**src/rtl/ascon_serdes_if.sv**
```systemverilog
// rtl/ascon_serdes_if.sv - serial D-share loader and result unloader for the masked Ascon core
module ascon_serdes_if #(
  parameter int K = 128,
  parameter int L = 80,
  parameter int Y = 80,
  parameter int W = 1,
  parameter int D = 3
) (
  input  logic             clk,
  input  logic             rst,
  input  logic             in_valid,
  output logic             in_ready,
  input  logic [D*W-1:0]   key_in,
  input  logic [D*W-1:0]   nonce_in,
  input  logic [D*W-1:0]   ad_in,
  input  logic [D*W-1:0]   dat_in,
  input  logic             enc_start,
  input  logic             dec_start,
  output logic             armed,
  output logic [D*K-1:0]   core_key,
  output logic [D*128-1:0] core_nonce,
  output logic [D*L-1:0]   core_ad,
  output logic [D*Y-1:0]   core_dat,
  output logic             core_start,
  output logic             core_mode,
  input  logic             core_done,
  input  logic [Y-1:0]     core_res,
  input  logic [127:0]     core_tag,
  output logic             out_valid,
  input  logic             out_ready,
  output logic [W-1:0]     res_out,
  output logic [W-1:0]     tag_out,
  output logic             out_last,
  output logic             done
);

  localparam int M1     = (K > 128) ? K : 128;
  localparam int M2     = (L > Y) ? L : Y;
  localparam int N_IN   = ((M1 > M2) ? M1 : M2) / W;
  localparam int N_OUT  = ((Y > 128) ? Y : 128) / W;
  localparam int CW_IN  = $clog2(N_IN + 1);
  localparam int CW_OUT = $clog2(N_OUT + 1);

  localparam logic [CW_IN-1:0]  NK_C    = CW_IN'(K / W);
  localparam logic [CW_IN-1:0]  NN_C    = CW_IN'(128 / W);
  localparam logic [CW_IN-1:0]  NL_C    = CW_IN'(L / W);
  localparam logic [CW_IN-1:0]  NY_C    = CW_IN'(Y / W);
  localparam logic [CW_IN-1:0]  IN_LAST = CW_IN'(N_IN - 1);
  localparam logic [CW_OUT-1:0] OUT_LAST = CW_OUT'(N_OUT - 1);

  typedef enum logic [1:0] {S_LOAD, S_ARMED, S_BUSY, S_UNLOAD} state_t;

  state_t              state_q, state_d;
  logic [CW_IN-1:0]    in_cnt_q, in_cnt_d;
  logic [CW_OUT-1:0]   out_cnt_q, out_cnt_d;
  logic [D*K-1:0]      key_q, key_d;
  logic [D*128-1:0]    nonce_q, nonce_d;
  logic [D*L-1:0]      ad_q, ad_d;
  logic [D*Y-1:0]      dat_q, dat_d;
  logic [Y-1:0]        res_sr_q, res_sr_d;
  logic [127:0]        tag_sr_q, tag_sr_d;
  logic                core_start_q, core_start_d;
  logic                core_mode_q, core_mode_d;
  logic                done_q, done_d;

  always_comb begin
    state_d      = state_q;
    in_cnt_d     = in_cnt_q;
    out_cnt_d    = out_cnt_q;
    key_d        = key_q;
    nonce_d      = nonce_q;
    ad_d         = ad_q;
    dat_d        = dat_q;
    res_sr_d     = res_sr_q;
    tag_sr_d     = tag_sr_q;
    core_start_d = 1'b0;
    core_mode_d  = core_mode_q;
    done_d       = 1'b0;
    case (state_q)
      S_LOAD: begin
        if (in_valid) begin
          // Shorter fields freeze once full so the first beat stays in their MSBs.
          for (int s = 0; s < D; s++) begin
            if (in_cnt_q < NK_C)
              key_d[s*K +: K] = (key_q[s*K +: K] << W) | K'(key_in[s*W +: W]);
            if (in_cnt_q < NN_C)
              nonce_d[s*128 +: 128] = (nonce_q[s*128 +: 128] << W) | 128'(nonce_in[s*W +: W]);
            if (in_cnt_q < NL_C)
              ad_d[s*L +: L] = (ad_q[s*L +: L] << W) | L'(ad_in[s*W +: W]);
            if (in_cnt_q < NY_C)
              dat_d[s*Y +: Y] = (dat_q[s*Y +: Y] << W) | Y'(dat_in[s*W +: W]);
          end
          in_cnt_d = in_cnt_q + CW_IN'(1);
          if (in_cnt_q == IN_LAST)
            state_d = S_ARMED;
        end
      end
      S_ARMED: begin
        if (enc_start || dec_start) begin
          core_start_d = 1'b1;
          core_mode_d  = !enc_start;
          state_d      = S_BUSY;
        end
      end
      S_BUSY: begin
        if (core_done) begin
          res_sr_d = core_res;
          tag_sr_d = core_tag;
          state_d  = S_UNLOAD;
        end
      end
      default: begin
        if (out_ready) begin
          res_sr_d  = res_sr_q >> W;
          tag_sr_d  = tag_sr_q >> W;
          out_cnt_d = out_cnt_q + CW_OUT'(1);
          if (out_cnt_q == OUT_LAST) begin
            in_cnt_d  = '0;
            out_cnt_d = '0;
            key_d     = '0;
            nonce_d   = '0;
            ad_d      = '0;
            dat_d     = '0;
            res_sr_d  = '0;
            tag_sr_d  = '0;
            done_d    = 1'b1;
            state_d   = S_LOAD;
          end
        end
      end
    endcase
  end

  always_ff @(posedge clk) begin
    if (rst) begin
      state_q      <= S_LOAD;
      in_cnt_q     <= '0;
      out_cnt_q    <= '0;
      key_q        <= '0;
      nonce_q      <= '0;
      ad_q         <= '0;
      dat_q        <= '0;
      res_sr_q     <= '0;
      tag_sr_q     <= '0;
      core_start_q <= 1'b0;
      core_mode_q  <= 1'b0;
      done_q       <= 1'b0;
    end else begin
      state_q      <= state_d;
      in_cnt_q     <= in_cnt_d;
      out_cnt_q    <= out_cnt_d;
      key_q        <= key_d;
      nonce_q      <= nonce_d;
      ad_q         <= ad_d;
      dat_q        <= dat_d;
      res_sr_q     <= res_sr_d;
      tag_sr_q     <= tag_sr_d;
      core_start_q <= core_start_d;
      core_mode_q  <= core_mode_d;
      done_q       <= done_d;
    end
  end

  assign in_ready   = (state_q == S_LOAD);
  assign armed      = (state_q == S_ARMED);
  assign out_valid  = (state_q == S_UNLOAD);
  assign res_out    = out_valid ? res_sr_q[W-1:0] : '0;
  assign tag_out    = out_valid ? tag_sr_q[W-1:0] : '0;
  assign out_last   = out_valid && (out_cnt_q == OUT_LAST);
  assign core_key   = key_q;
  assign core_nonce = nonce_q;
  assign core_ad    = ad_q;
  assign core_dat   = dat_q;
  assign core_start = core_start_q;
  assign core_mode  = core_mode_q;
  assign done       = done_q;

endmodule

```
**config.mk**
```make
export PLATFORM = sky130hd
export DESIGN_NAME = ascon_serdes_if
export DESIGN_NICKNAME = d
export VERILOG_FILES = /design/src/rtl/ascon_serdes_if.sv
export SDC_FILE = /design/constraint.sdc
export NUM_CORES = 2
export LEC_CHECK = 0
export ABC_AREA = 1
export CORE_AREA = 2 2 571 573
export CTS_CLUSTER_SIZE = 24
export DETAILED_ROUTE_END_ITERATION = 16
export DIE_AREA = 0 0 573 575
export SKIP_LAST_GASP = 1
export SYNTH_ARGS = -nofsm -noshare
export SYNTH_HDL_FRONTEND = slang
export SYNTH_SLANG_ARGS = --single-unit
```
**constraint.sdc**
```tcl
create_clock -name clk -period 2.5 [get_ports clk]
set_clock_uncertainty 0.1 [all_clocks]
set_input_delay 0.5 -clock clk [delete_from_list [all_inputs] [get_ports clk]]
set_output_delay 0.5 -clock clk [all_outputs]
set_load 0.02 [all_outputs]
```
Word-level counts from Yosys, hierarchy flattened
Cells that the tools add are included.
{ "word_totals": {"input_bits": 227, "register_bits": 1477, "elab_cells": 113} }
{ "classes": {"n_lt_le_gt_ge": 2, "eq_ne": 11, "n_reduce_logical": 21, "bitwise_logic": 17, "mux": 48, "add_sub_neg": 2} }
{ "op_table": {"columns": ["op", "count"], "rows": [
  ["384-bit two-way mux", 4],
  ["384-bit case mux with 2 select lines", 2],
  ["128-bit two-way mux", 8],
  ["240-bit two-way mux", 4],
  ["240-bit case mux with 2 select lines", 2],
  ["128-bit by 1-bit OR with 128-bit output", 6],
  ["80-bit two-way mux", 8],
  ["80-bit by 1-bit OR with 80-bit output", 6],
  ["128-bit case mux with 2 select lines", 1],
  ["80-bit case mux with 2 select lines", 1],
  ["127-bit two-way mux", 1],
  ["79-bit two-way mux", 1],
  ["8-bit two-way mux", 4],
  ["8-bit by 1-bit adder with 8-bit output (second input constant)", 2],
  ["8-bit by 7-bit == test with 1-bit output (second input constant)", 2],
  ["8-bit case mux with 2 select lines", 1],
  ["2-bit two-way mux", 6],
  ["5-bit AND reduction", 2],
  ["8-bit by 7-bit less-than comparator with 1-bit output (second input constant)", 1],
  ["8-bit less-than comparator (second input constant)", 1],
  ["2-bit by 1-bit inequality test with 1-bit output (second input constant)", 4],
  ["4-bit nonzero test", 2],
  ["2-bit case mux with 3 select lines", 1],
  ["6-bit AND reduction", 1],
  ["16 further kinds", 30]
]} }

Longest topological paths before layout
{ "depth": {"ltp_word": 4, "ltp_mapped": 14} }

Worst setup path after synthesis
No wires, ideal clock.
{ "synth_timing": {"path_kind": "register to register", "from": "register state_q[0]", "to": "register key_q[60], in the netlist core_key[60]", "path_buffers": 4, "path_slack_ps": 266, "stages_incl_launch_ff": 15, "t_arrival_ps": 2006, "setup_ps": 128, "synth_period_minus_slack_ps": 2234, "t_required_ps": 2272, "cell_sequence": "dfxtp_1 > inv_1 > ha_1 > buf_6 > nand2_2 > nand2_1 > a21oi_2 > nand2_2 > nor2_2 > buf_4 > buf_6 > buf_2 > nand2_1 > nand2_1 > nor2_1"} }
{ "synth_lines": {"columns": ["item", "line_no", "rtl"], "rows": [
  ["start: declaration", "53", "state_t state_q, state_d;"],
  ["start signal: assignment", "149", "state_q <= state_d;"],
  ["2-bit logical NOT (*)", null, null],
  ["net in_ready", "12", "output logic in_ready,"],
  ["2-bit by 1-bit inequality test with 1-bit output (no line) (tied with other cells)", null, null],
  ["5-bit AND reduction (no line)", null, null],
  ["end signal: assignment", "152", "key_q <= key_d;"],
  ["end: declaration", "56", "logic [D*K-1:0] key_q, key_d;"]
]} }
The timed path passes the listed nets; every way through them passes the cells marked *.
A chain may end at the register's enable or synchronous reset.

Worst setup path in the final report
{ "layout_timing": {"from": "register key_q[35], in the netlist core_key[35]", "to": "output port core_key[35]"} }
{ "layout_lines": {"columns": ["item", "line_no", "rtl"], "rows": [
  ["end: declaration", "20", "output logic [D*K-1:0] core_key,"]
]} }
No word-level cell between the ends.

==> results.py <==
metrics = {
    "global_routing": {
        "antenna_found_initial": 11,
        "overflow": 0,
        "grt_usage": 0.144,
        "grt_pass1_vias": 58400,
        "grt_pass1_wl_um": 371000,
        "grt_max_degree": 152,
    },
    "yosys": {
        "avgSynthCellArea_sq_um": 6.33,
        "synth-adder-area-share": 0.00136,
        "synth_area_leaders": "dfxtp_1 46%, nand2_1 25%, inv_1 7.5%, nor2_1 7.4%, a21oi_1 7.1%",
        "synth.top_cell.area_share": 0.460,
        "synth-simple-area-share": 0.328,
        "synth_compound_area_frac": 0.0876,
        "synth_fp_nets": 10400,
        "postSynthCellCount": 10200,
        "synth_cell_types": 21,
        "synth_top_area_cell": "dfxtp_1",
        "synth_xor_area_frac": 0,
        "yosysSeqAreaShare": 0.460,
        "synthMuxAreaShare": 0,
        "ys_seq_elements": 1477,
        "syn_area_sq_um": 64300,
        "synth_top_family_by_area": "simple AND/OR/NAND/NOR gates",
        "yosys_warnings": 0,
    },
    "setup_path": {
        "cp-end-kind": "output pin",
        "cp_top_family": "flip-flops",
        "cp_cell_sequence": "dlygate4sd2_1",
        "cp.buffers_inverters": 1,
        "cp.required_ns": 1.90,
        "cpMaxStageDelayCell": "dfxtp_1",
        "r2r_end": "core_key[144]$_SDFFE_PP0P_",
        "rr_startpoint": "state_q[0]$_SDFFE_PP0P_",
        "crit_path_max_fanout": 3,
        "cpPeakStageDelay_ns": 0.51,
        "startpoint_type": "flop",
        "reg2reg_depth": 13,
        "crit_arrival_ns": 1.81,
        "ff2ff_setup_slack_ns": 0.11,
        "critPathKind": "reg2out",
        "cp_num_cells": 1,
    },
    "detailed_routing": {
        "vias": 64100,
        "wl_per_cell_um": 16.0,
        "antenna_left": 0,
        "drc": 0,
        "firstDrtPassIters": 6,
        "drt_iter0_drc": 4575,
        "vias_per_cell": 4.01,
        "routed_wl_um": 256000,
    },
    "cts": {
        "cts.path.max_buffers": 4,
        "cts_buffers": 177,
        "clk_latency_ns": 0.85,
        "htreeDepth": 4,
        "cts_tree": "yes",
        "clk_pin_slew_ns": 0.06,
        "cts.sinks": 1477,
        "clockRootBuffer": "clkbuf_16",
    },
    "final_layout": {
        "nNetsFinal": 11800,
        "syn2layout_area_growth_pct": 40.7,
        "final_cell_mix": "4291 x nand2_1, 1470 x dfxtp_1, 1278 x inv_1",
        "fin_util": 0.280,
        "layout_commonest_cell": "nand2_1",
        "drive_gt1_frac": 0.0595,
    },
    "timing": {
        "hold_viol": 0,
        "slew_headroom": 0.365,
        "finalSetupViolations": 0,
        "finalCritPeriodShare": 0.963,
        "max_freq_mhz": 415,
        "tightest_slew_ns": 0.952,
        "finalCriticalPeriod_ns": 2.41,
        "layout_setup_ws_ns": 0.0914,
        "rsz0062_at_grt": "yes",
        "holdWs_ns": 0.177,
        "slew_viol_final": 0,
    },
    "run_status": {
        "status": "finished, final reports clean",
    },
    "floorplan": {
        "die_area_sq_um": 329000,
        "die_h_um": 575,
        "design.portCount": 1484,
        "die_w_um": 573,
        "core_area_sq_um": 323000,
        "rows": 209,
        "initial_utilization": 0.199,
    },
    "placed_design": {
        "globalplace.congestion": 0.887,
        "place.detailed.hpwl_um": 182000,
        "io_buffer_count": 1483,
        "place_ws_ns": -0.216,
    },
    "min_path": {
        "min-delay-start": "core_tag[127]",
        "min_to": "tag_sr_q[127]$_SDFFE_PP0P_",
        "hold_depth": 3,
        "hold_path.class": "in2reg",
    },
    "run": {
        "maxCapViolations": 0,
    },
}
-- flip-flops by register name, summed over array words and instances (netlist names), 2 cells and up --
name        cells
core_key      384
core_nonce    384
core_ad       240
core_dat      240
tag_sr_q      128
res_sr_q       80
in_cnt_q        8
out_cnt_q       8
state_q         2
-- metal layers --
| layer | vias to the layer above | share of wire | global-route usage |
|---|---|---|---|
| met5 | - | 0.00041 | 0 |
| met4 | 16 | 0.041 | 0.0534 |
| met3 | 410 | 0.082 | 0.0438 |
| met2 | 1899 | 0.46 | 0.238 |
| met1 | 28900 | 0.41 | 0.174 |
| li1 | 32800 | - | - |
-- synth_stat cells (all sizes together) --
| cell | number |
|---|---|
| inv | 1285 |
| ha | 7 |
| nor2 | 1276 |
| o21a | 1 |
| nand3 | 23 |
| o21ai | 212 |
| nand2 | 4297 |
| a21oi | 910 |
| nand4 | 1 |
| nor3 | 5 |
| dfxtp | 1477 |
| buf | 284 |
| clkbuf | 387 |
-- stage by stage --
stage               instance area (sq um)  setup TNS [ns]  std cells
floorplan                           64300               0      10200
global placement                    85200          -86.22      15600
detailed placement                  85200          -88.93      15600
CTS                                 89700           -1.77      16000
global route                        90500         -0.0928      16000
finish                              90500               0      16000
-- worst max path at each step --
stage | startpoint | endpoint | slack, ns
after floorplan | state_q[0]$_SDFFE_PP0P_ | core_key[60]$_SDFFE_PP0P_ | 0.27
after global placement | in_valid | core_nonce[282]$_SDFFE_PP0P_ | -0.22
after detailed placement | in_valid | core_key[211]$_SDFFE_PP0P_ | -0.22
after CTS | out_cnt_q[0]$_SDFFE_PP0P_ | out_last | -0.26
after global routing | out_cnt_q[1]$_SDFFE_PP0P_ | out_last | -0.07
final | core_key[35]$_SDFFE_PP0P_ | core_key[35] | 0.09
-- worst min-delay path, cell delays in order --
cell and delay [ns]:
clkdlybuf4s50_1 0.39, nand3_1 0.08, a21oi_1 0.05
-- area by class of cell --
type | instances | area, sq um
repair buffers | 1862 | 17900
flip-flops and latches | 1477 | 29600
clock buffers | 260 | 5170
diodes | 3 | 7.51
inverters | 1285 | 4840
fillers | 35800 | 233000
clock inverters | 51 | 632
multi-input cells | 6733 | 26900
well taps | 4325 | 5410
-- cell families (layout without fill, tap and decap cells) --
logic type | Yosys count | in the layout
compound gates | 1123 | 1123
fa+ha+maj | 7 | 7
buf+inv | 1956 | 3458
flops | 1477 | 1477
other cells | 0 | 3
simple gates | 5602 | 5603
-- repair_timing --
| item | in CTS | in global routing |
|---|---|---|
| setup buffers | 5 | 10 |
| hold buffers | 1 | 0 |
| hold endpoints to repair | 1 | 0 |
| resized for setup | 1188 | 64 |
| cloned | 1 | 25 |
| pin swaps | 1 | 4 |
| endpoints found under the setup margin | 1139 | 560 |
Power is left out: the tool's default activity adds up to more than one toggle a clock period on the data nets, which glitch-free logic cannot reach.
